## src/rtl/mealy_stream_arbiter.sv

```systemverilog
// Round-robin arbiter sharing one serial Mealy sequence detector among NUM_REQ bit-stream requesters.
// Define MEALY_ARB_TIMEOUT_EN to abort a burst whose owner stays silent for TIMEOUT cycles.
module mealy_stream_arbiter #(
  parameter int NUM_REQ  = 4,
  parameter int ID_W     = 2,
  parameter int CNT_W    = 8,
  parameter int MAX_BITS = 200,
  parameter int TIMEOUT  = 16
) (
  input  logic               Clock,
  input  logic               Reset,
  input  logic [NUM_REQ-1:0] req,
  input  logic [NUM_REQ-1:0] bit_valid,
  input  logic [NUM_REQ-1:0] bit_data,
  input  logic [NUM_REQ-1:0] bit_last,
  output logic [NUM_REQ-1:0] gnt,
  output logic               det_clr,
  output logic               det_en,
  output logic               det_w,
  input  logic               det_z,
  output logic               done,
  output logic [ID_W-1:0]    res_id,
  output logic [CNT_W-1:0]   res_hits,
  output logic               res_abort
);

  typedef enum logic [1:0] {
    ST_IDLE   = 2'd0,
    ST_ARB    = 2'd1,
    ST_RUN    = 2'd2,
    ST_REPORT = 2'd3
  } state_t;

  state_t             state_q, state_d;
  logic [NUM_REQ-1:0] gnt_q, gnt_d;
  logic [ID_W-1:0]    rr_q, rr_d;
  logic [CNT_W-1:0]   hit_q, hit_d;
  logic [CNT_W-1:0]   bit_q, bit_d;
  logic [ID_W-1:0]    res_id_q, res_id_d;
  logic [CNT_W-1:0]   res_hits_q, res_hits_d;
  logic               res_abort_q, res_abort_d;

  logic [ID_W-1:0]    cand_idx [NUM_REQ];
  logic [NUM_REQ-1:0] cand_req;
  logic [ID_W-1:0]    win_idx;
  logic               win_found;
  logic               own_valid, own_data, own_last, own_req;
  logic               norm_end, timeout;

  // Candidate gi is the requester gi+1 places after the last winner, wrapping modulo NUM_REQ.
  generate
    for (genvar gi = 0; gi < NUM_REQ; gi++) begin : g_cand
      localparam int OFS = gi + 1;
      assign cand_idx[gi] = (int'(rr_q) + OFS >= NUM_REQ) ? ID_W'(int'(rr_q) + OFS - NUM_REQ)
                                                         : ID_W'(int'(rr_q) + OFS);
      assign cand_req[gi] = req[cand_idx[gi]];
    end
  endgenerate

  always_comb begin
    win_found = 1'b0;
    win_idx   = rr_q;
    for (int k = NUM_REQ - 1; k >= 0; k--) begin
      if (cand_req[k]) begin
        win_found = 1'b1;
        win_idx   = cand_idx[k];
      end
    end
  end

  // gnt_q is one-hot on the owner throughout RUN, so it doubles as the lane select.
  assign own_valid = |(bit_valid & gnt_q);
  assign own_data  = |(bit_data & gnt_q);
  assign own_last  = |(bit_last & gnt_q);
  assign own_req   = |(req & gnt_q);

  assign det_en  = (state_q == ST_RUN) && own_valid;
  assign det_w   = (state_q == ST_RUN) && own_data;
  assign det_clr = (state_q == ST_ARB);
  assign done    = (state_q == ST_REPORT);

`ifdef MEALY_ARB_TIMEOUT_EN
  localparam int IDLE_W = $clog2(TIMEOUT + 1);
  logic [IDLE_W-1:0] idle_q, idle_d;

  always_comb begin
    idle_d = '0;
    if (state_q == ST_RUN && !det_en) idle_d = idle_q + 1'b1;
  end

  // Ending the burst here puts REPORT exactly TIMEOUT cycles after the last owner bit.
  assign timeout = (state_q == ST_RUN) && !det_en && (idle_q == IDLE_W'(TIMEOUT - 2));

  always_ff @(posedge Clock) begin
    if (Reset) idle_q <= '0;
    else       idle_q <= idle_d;
  end
`else
  assign timeout = 1'b0;
`endif

  assign norm_end = det_en && (own_last || ((bit_q + 1'b1) == CNT_W'(MAX_BITS)));

  always_comb begin
    state_d     = state_q;
    gnt_d       = gnt_q;
    rr_d        = rr_q;
    hit_d       = hit_q;
    bit_d       = bit_q;
    res_id_d    = res_id_q;
    res_hits_d  = res_hits_q;
    res_abort_d = res_abort_q;
    case (state_q)
      ST_IDLE: begin
        gnt_d = '0;
        if (|req) state_d = ST_ARB;
      end
      ST_ARB: begin
        hit_d = '0;
        bit_d = '0;
        if (win_found) begin
          gnt_d   = NUM_REQ'(1) << win_idx;
          rr_d    = win_idx;
          state_d = ST_RUN;
        end else begin
          gnt_d   = '0;
          state_d = ST_IDLE;
        end
      end
      ST_RUN: begin
        if (det_en) begin
          bit_d = bit_q + 1'b1;
          if (det_z && hit_q != '1) hit_d = hit_q + 1'b1;
        end
        // A last bit arriving with the req drop still counts as a normal end.
        if (norm_end || !own_req || timeout) begin
          state_d     = ST_REPORT;
          gnt_d       = '0;
          res_id_d    = rr_q;
          res_hits_d  = hit_d;
          res_abort_d = !norm_end;
        end
      end
      ST_REPORT: begin
        gnt_d   = '0;
        state_d = ST_IDLE;
      end
      default: begin
        gnt_d   = '0;
        state_d = ST_IDLE;
      end
    endcase
  end

  always_ff @(posedge Clock) begin
    if (Reset) begin
      state_q     <= ST_IDLE;
      gnt_q       <= '0;
      rr_q        <= ID_W'(NUM_REQ - 1);
      hit_q       <= '0;
      bit_q       <= '0;
      res_id_q    <= '0;
      res_hits_q  <= '0;
      res_abort_q <= 1'b0;
    end else begin
      state_q     <= state_d;
      gnt_q       <= gnt_d;
      rr_q        <= rr_d;
      hit_q       <= hit_d;
      bit_q       <= bit_d;
      res_id_q    <= res_id_d;
      res_hits_q  <= res_hits_d;
      res_abort_q <= res_abort_d;
    end
  end

  assign gnt       = gnt_q;
  assign res_id    = res_id_q;
  assign res_hits  = res_hits_q;
  assign res_abort = res_abort_q;

endmodule

```

## config.mk

```make
export PLATFORM = sky130hd
export DESIGN_NAME = mealy_stream_arbiter
export DESIGN_NICKNAME = d
export VERILOG_FILES = /design/src/rtl/mealy_stream_arbiter.sv
export SDC_FILE = /design/constraint.sdc
export NUM_CORES = 1
export LEC_CHECK = 0
export CAP_MARGIN = 30
export CORE_ASPECT_RATIO = 0.8
export CORE_MARGIN = 5
export CORE_UTILIZATION = 50
export DETAILED_ROUTE_END_ITERATION = 8
export DONT_BUFFER_PORTS = 1
export GPL_TIMING_DRIVEN = 0
export PLACE_DENSITY = 0.64
export REMOVE_ABC_BUFFERS = 1
export SLEW_MARGIN = 20
export SYNTH_ARGS = -nofsm -noshare
export SYNTH_HDL_FRONTEND = slang
export SYNTH_SLANG_ARGS = --single-unit
```

## constraint.sdc

```tcl
create_clock -name Clock -period 4.57 [get_ports Clock]
set_clock_uncertainty 0.05 [all_clocks]
set_input_delay 1.1425 -clock Clock [delete_from_list [all_inputs] [get_ports Clock]]
set_output_delay 1.1425 -clock Clock [all_outputs]
set_load 0.02 [all_outputs]
```

### Word level (Yosys, flattened, before mapping)

Index checks and enable logic that the tools add are counted.

* add/sub/neg operators: 10
* $lt $le $gt $ge: 8
* eq/ne operators: 8
* shift-type cells: 1
* mux-type cells: 32
* bitwise gates (word level): 4
* reduce and logical (&&, ||, !) cells: 20

Operator list (number)
* one-hot mux 8 bit (2 select lines): 2
* 2-to-1 mux 8 bit: 3
* 2-to-1 mux 2 bit: 11
* OR reduction 4 bit: 5
* adder 8 x 1 -> 8 bit, second input constant: 2
* AND 4 bit: 4
* less-than comparator 2 x 3 -> 1 bit, second input constant: 4
* one-hot mux 4 bit (3 select lines): 1
* greater-or-equal comparator 3 bit, second input constant: 3
* binary-select mux 1 bit (select 2 bit): 4
* equality test 8 bit, second input constant: 1
* 2-to-1 mux 1 bit: 8
* 2-to-1 mux 4 bit: 2
* inequality test 8 bit, second input constant: 1
* one-hot mux 2 bit (4 select lines): 1
* AND reduction 2 bit: 4
* subtractor 2 x 1 -> 2 bit, second input constant: 4
* adder 2 x 2 -> 3 bit, second input constant: 2
* adder 2 x 3 -> 4 bit, second input constant: 1
* equality test 2 bit, second input constant: 2
* greater-or-equal comparator 4 x 3 -> 1 bit, second input constant: 1
* logical AND 1 bit: 4
* inequality test 2 bit, second input constant: 2
* left shift 1 x 2 -> 4 bit, first input constant: 1
* 8 further kinds: 10

* register bits: 35
* input port bits: 19
* logic and storage cells: 91

### Depth between registers and ports, before layout

Gate-level depths: netlist (run 1).

* word-level depth: 12
* mapped depth: 8
* mapped depth without buffers: 8

### Least setup slack after synthesis (run 1)

No wires, ideal clock.

* kind: input to output
* from: input bit_valid[1]
* to: output det_en
* data arrival time: 1.737 ns
* data required time: 3.378 ns
* setup slack: 1.641 ns
* cell stages on the path: 3
* buffers on the path: 0
* cells stage by stage: a22oi_4 a21o_2 inv_2

* longest elaborated chain between the ends: 3

Ends and longest elaborated chain
* start, declared: RTL line 13 `input logic [NUM_REQ-1:0] bit_valid,`
* AND 4 bit: RTL line 72 `assign own_valid = |(bit_valid & gnt_q);`
* OR reduction 4 bit: RTL line 72
* logical AND 1 bit: RTL line 77 `assign det_en = (state_q == ST_RUN) && own_valid;`
* end, declared: RTL line 18 `output logic det_en,`

Every way passes these cells.

### Worst setup path in the final report (run 1)

* from: register state_q[0]
* to: output det_en

* longest elaborated chain between the ends: 2

Ends and longest elaborated chain
* start, declared: RTL line 34 `state_t state_q, state_d;`
* start signal, assigned: RTL line 166 `state_q <= state_d;`
* equality test 2 bit: RTL line 77
* logical AND 1 bit: RTL line 77

Every way passes these cells.

==> results.cfg, run 1 <==
[run_status]
outcome = finished, final reports clean

[power_and_ir_drop]
p_clk_frac = 0.397
vdd_drop_max_uv = 167.3
internal-power_uw = 527.4
switchingPower_uw = 197.4
switching_share = 0.2723
pwr_density_cell_mw_per_mm2 = 341.3
pwr-share-seq = 0.475
p_leak_nw = 0.7058
power_frac_comb = 0.128

[yosys]
synth-main-ff-cell = dfxtp_1
synthCells = 234
synthDistinctLibCells = 51
synth-seq-area-share = 0.3526
synth_edf_count = 0
ys_ff_latch = 35
synthTopCellsByArea = dfxtp_1, a21oi_1, nand3_1
syn_area_sq_mm = 0.001987
yosysTopAreaCell = dfxtp_1
synth-async-reset-ratio = 0
yosys_warnings = 0
avgSynthCellArea_sq_um = 8.491
synth_top_cell_area_share = 0.3526

[route]
via_per_inst = 6.462
wirelength_mm = 4.903
first_pass_iters = 4
vias = 1848
routedWlPerCell_microns = 17.14
drt-initial-drc-count = 166
postRouteAntennaNets = 0
drc = 0

[grt]
grt_max_degree = 37
antenna_found_initial = 0
grt_usage = 0.2006
grt_pass1_vias = 1715
grt_pass1_wl_mm = 8.459
grt_overflow = 0

[placed_design]
gp_congestion = 0.8526
hpwl_mm = 3.547
portBuffers = 0

[critical_path]
critPathLaunchType = flip-flop
critPathBufInv = 3
crit_family = buffers and inverters
crit_type = flip-flop to primary output
r2r_cells = 8
critPathMaxFanout = 24
cp_slowest_cell = ha_1
crit_chain = inv_1, ha_1, clkinv_1, a21o_2, inv_2
cp.required_ns = 3.38
cp.arrival_ns = 2.96
max_stage_delay_ns = 0.79
crit_cells = 5
endpoint_kind = primary output

[clock_tree]
ctsRootBufferMaster = clkbuf_8
clock_path_buffers = 2
clock-sinks = 35
clk_latency_ns = 0.28
cts_resized = 0
clk_pin_slew_ns = 0.07
post_cts_buffers = 0
tritoncts = yes
ctsHoldBuffers = 0
htree_levels = 2
cts_buffers = 5

[sta]
finalSetupViolCount = 0
drv_slew = 0
fin_crit_ns = 4.154
slew_headroom = 0.3737
hold_viol = 0
rsz0062_at_grt = false
max_freq_mhz = 240.7
finalSetupTns_ns = 0
tightest_slew_ns = 0.9395
period_share = 0.9089

[floorplan]
core_area_sq_mm = 0.003829
dieArea_sq_mm = 0.005342
dieWidth_microns = 80.48
dieHeight_microns = 66.38
start_util = 0.5190
io_pins = 38
rows = 20

[finish]
drive_above_1_share = 0.1082
fin_nets = 255
n_antenna_cell = 0
utilization = 0.5546
fillers = 351
syn_to_final_growth_pct = 6.864

[min_path]
hold_path_class = flip-flop to flip-flop
whs_path_depth = 1

[flow_run]
max_cap_viol_count = 0
==> stage by stage <==
step | instance area (sq um) | total power, mW | instances | hold WS [ns] | worst slack, ns
final | 2123 | 0.7247 | 286 | 0.4222 | 0.4162
after detailed placement | 2006 | 0.4423 | 278 | 0.4092 | 0.7423
after floorplan | 1937 | 0.4188 | 223 | 0.3822 | 1.409
after global routing | 2123 | 0.7619 | 286 | 0.4543 | 0.1776
after CTS | 2123 | 0.7280 | 286 | 0.4210 | 0.4578
after global placement | 2006 | 0.4367 | 278 | 0.4029 | 0.8751
==> registers in the layout (all words and copies together) (netlist names), named ones only <==
name	flops
bit_q	8
hit_q	8
res_hits	8
gnt	4
res_id	2
rr_q	2
res_abort	1
state_q	1
==> area by class of cell <==
type / count / area [sq um] / area share
Clock buffer: 6 / 82.58 / 0.03889
Clock inverter: 2 / 35.03 / 0.01650
Inverter: 11 / 41.29 / 0.01945
Multi-Input combinational cell: 177 / 1195 / 0.5628
Sequential cell: 35 / 700.7 / 0.3300
Tap cell: 55 / 68.82 / 0.03241
==> routing by layer <==
| metal | vias to the layer above | track usage | share of wire |
|---|---|---|---|
| li1 | 883 | - | - |
| met1 | 890 | 0.2743 | 0.45 |
| met2 | 70 | 0.3110 | 0.47 |
| met3 | 5 | 0.04496 | 0.073 |
| met4 | 0 | 0.06540 | 0.0071 |
| met5 | - | 0 | 0 |
==> cell usage after synthesis (2+ instances only) <==
| cell type | count |
|---|---|
| o32ai_1 | 3 |
| or3_1 | 4 |
| xnor2_1 | 5 |
| nor2_1 | 17 |
| o211ai_1 | 5 |
| a22oi_1 | 5 |
| nand3_1 | 17 |
| clkbuf_1 | 7 |
| nand3b_1 | 4 |
| and3_1 | 2 |
| a31oi_1 | 2 |
| a22oi_4 | 2 |
| dfxtp_1 | 35 |
| buf_1 | 2 |
| inv_1 | 9 |
| nand2_1 | 7 |
| ha_1 | 6 |
| nand2b_1 | 4 |
| o21ai_0 | 14 |
| a211oi_1 | 10 |
| xor2_1 | 2 |
| or2_2 | 5 |
| and4_1 | 2 |
| a22o_1 | 2 |
| a311oi_1 | 3 |
| a21oi_1 | 33 |
| nand4_1 | 3 |
==> power groups by stage <==
| stage | registers [mW] | logic (mW) | clock network, mW |
|---|---|---|---|
| 5_1_grt | 0.346 | 0.104 | 0.312 |
| 3_3_place_gp | 0.350 | 0.0864 | 0 |
| 2_1_floorplan | 0.347 | 0.0722 | 0 |
| 3_5_place_dp | 0.351 | 0.0909 | 0 |
| 6_report | 0.344 | 0.0925 | 0.288 |
| 4_1_cts | 0.344 | 0.0912 | 0.292 |
==> kinds of logic after synthesis <==
family | count (synthesis) | share of synthesized area
buffers and inverters | 22 | 0.04597
AOI/OAI and AO/OA | 93 | 0.3407
muxes | 2 | 0.01071
and+or+nand+nor | 69 | 0.1814
DFF | 35 | 0.3526
adders and majority gates | 6 | 0.03778
xor gates and xnor gates | 7 | 0.03086
==> final timing paths <==
kind / startpoint / slack (ns) / end
worst max-delay path: state_q[0] / 0.42 / det_en
worst min-delay path: bit_q[7] / 0.42 / bit_q[7]
worst max register to register: state_q[0] / 1.23 / bit_q[4]
worst min register to register: bit_q[7] / 0.42 / bit_q[7]
==> cells in the final DEF (no fill, tap or decap), types with 2 or more instances in the layout <==
cell | Yosys | final
a211oi_1 | 10 | 10
a21oi_1 | 33 | 33
a22o_1 | 2 | 2
a22oi_1 | 5 | 5
a22oi_4 | 2 | 2
a311oi_1 | 3 | 3
a31oi_1 | 2 | 2
and3_1 | 2 | 2
and4_1 | 2 | 2
clkbuf_8 | 0 | 6
dfxtp_1 | 35 | 35
ha_1 | 6 | 6
inv_1 | 9 | 9
nand2_1 | 7 | 7
nand2b_1 | 4 | 4
nand3_1 | 17 | 17
nand3b_1 | 4 | 4
nand4_1 | 3 | 3
nor2_1 | 17 | 17
o211ai_1 | 5 | 5
o21ai_0 | 14 | 14
o32ai_1 | 3 | 3
or2_2 | 5 | 5
or3_1 | 4 | 4
xnor2_1 | 5 | 5
xor2_1 | 2 | 2
Note: power is estimated with default switching activity, not from simulation.
==> inputs of run 2 (changes only) <==
CAP_MARGIN = 20   (was 30)
==> results of run 2 <==
Final layout, timing and power as in run 1 (identical DEF).
==> patch (flow settings as in run 2) <==
Add a define of `MEALY_ARB_TIMEOUT_EN`.
--- a/src/rtl/mealy_stream_arbiter.sv
+++ b/src/rtl/mealy_stream_arbiter.sv
@@ -2,2 +2,4 @@
 // Define MEALY_ARB_TIMEOUT_EN to abort a burst whose owner stays silent for TIMEOUT cycles.
+`define MEALY_ARB_TIMEOUT_EN
+
 module mealy_stream_arbiter #(
Behaviour: no difference found for any inputs over 10 cycles, from zero or initial values and one cycle with Reset high; that may be too few to reach the edited logic, so the function may still have changed.
==> patch against run 2 <==
  * Sequential cell count grew 5
  * Total power down 3.7%
  * Synthesized area rose by 18%
  * Sequential power up 8.4%
  * Cell area is 16% higher
  * First-iteration DRC count is 25% higher
  * Synthesized cell count is 22% higher
  * Wire length grew 10%
  * Setup slack got worse by 5.5 ps
  * Global-route usage shrank 1.7 points
  * Largest cell class unchanged
  * Highest routed layer unchanged
==> patch: results (changes against run 2) <==
Outcome
The flow ran to the end, and the final reports show no timing, DRC or antenna violations.

Detailed routing
The via-per-instance ratio is 6.18 (-4.3%). The number of DRC markers in iteration 0 is 207 (+25%). The final wirelength is 5.41 mm (+10%). The routed via count is 2109 (+14%).

Global route
The wire length of the first global-routing pass is 9.39 mm (+11%). The global-route usage over all layers came to 18.3% (-1.7 points). The via count of the first global-routing pass is 1900 (+11%).

Cells and area
The share of cell area taken by multi-input logic gates is 59.0% (+2.8 points). The proportion of cell area occupied by registers is 32.4% (-0.63 points). The number of logic inverters in the finished layout is 12 (+1). The area growth from synthesis to layout is 5.50%. The total number of nets in the final design is 307 (+20%).

Yosys
After synthesis, the cell types taking the most area are sky130_fd_sc_hd__dfxtp_1 (34%), sky130_fd_sc_hd__a21oi_1 (6.6%), sky130_fd_sc_hd__o21ai_0 (4.9%). The area share of xor/xnor cells in the synthesized design is 1.12% (-2.0 points). The number of distinct library cells after synthesis came to 57 (+12%). By count the netlist is led by sky130_fd_sc_hd__dfxtp_1 (40), sky130_fd_sc_hd__a21oi_1 (31), sky130_fd_sc_hd__nand2_1 (24). The mapped cell area is 0.00234 mm^2 (+18%).

The post-synthesis sequential area ratio is 34.2% (-1.1 points). The multiplexer share of the synthesized area is 5.87% (+4.8 points).

Place
The post-place setup slack was 405 ps (-337 ps). The HPWL after detailed placement is 3.84 mm (+8.1%).

CTS
The TritonCTS sink count was 40 (+14%).

Critical path
The worst register-to-register path ends at res_hits[6]. The maximum fanout along the worst path came to 27 (+13%). The critical register-to-register path startpoint is gnt[2]. The worst reg-to-reg setup slack came to 1250 ps (+20 ps). The delay of the slowest critical-path stage is 920 ps (+130 ps). The first element of the critical path is bit_valid[2]. For this design, the slowest cell found on the critical path is sky130_fd_sc_hd__clkinv_1.

Pwr
The switching power share of the total was 27.1% (-0.092 points). The part of the power in the clock network is 34.8% (-4.9 points). The highest ir drop seen on vdd is 0.220 mV (+32%).

Timing
The worst-margin pin slew is 875 ps (-64.0 ps).

Min path
The start point of the worst hold path is idle_q[0].
patch: cells by family (layout without fill, tap and decap cells):
family | count (synthesis) | count (layout)
AO/OA/AOI/OAI | 105 | 105
AND/OR/NAND/NOR | 92 | 92
flip-flops | 40 | 40
buffers and inverters | 24 | 20
multiplexers | 13 | 13
adder cells (fa/ha/maj) | 8 | 8
XOR/XNOR | 3 | 3
patch: worst max path at each step:
stage | slack (ps) | end | cells after the start
global route | 220 | det_en | 3
floorplan | 880 | det_en | 3
finish | 410 | det_en | 3
CTS | 390 | det_en | 3
detailed placement | 410 | det_en | 3
global placement | 410 | det_en | 3
patch: routing by layer:
metal / global-route usage [%] / vias to the layer above / routed length, um
li1: - / 1066 / -
met1: 28.7 / 990 / 2880
met2: 25.0 / 48 / 2210
met3: 4.48 / 5 / 286
met4: 4.15 / 0 / 35
met5: 0 / - / 0
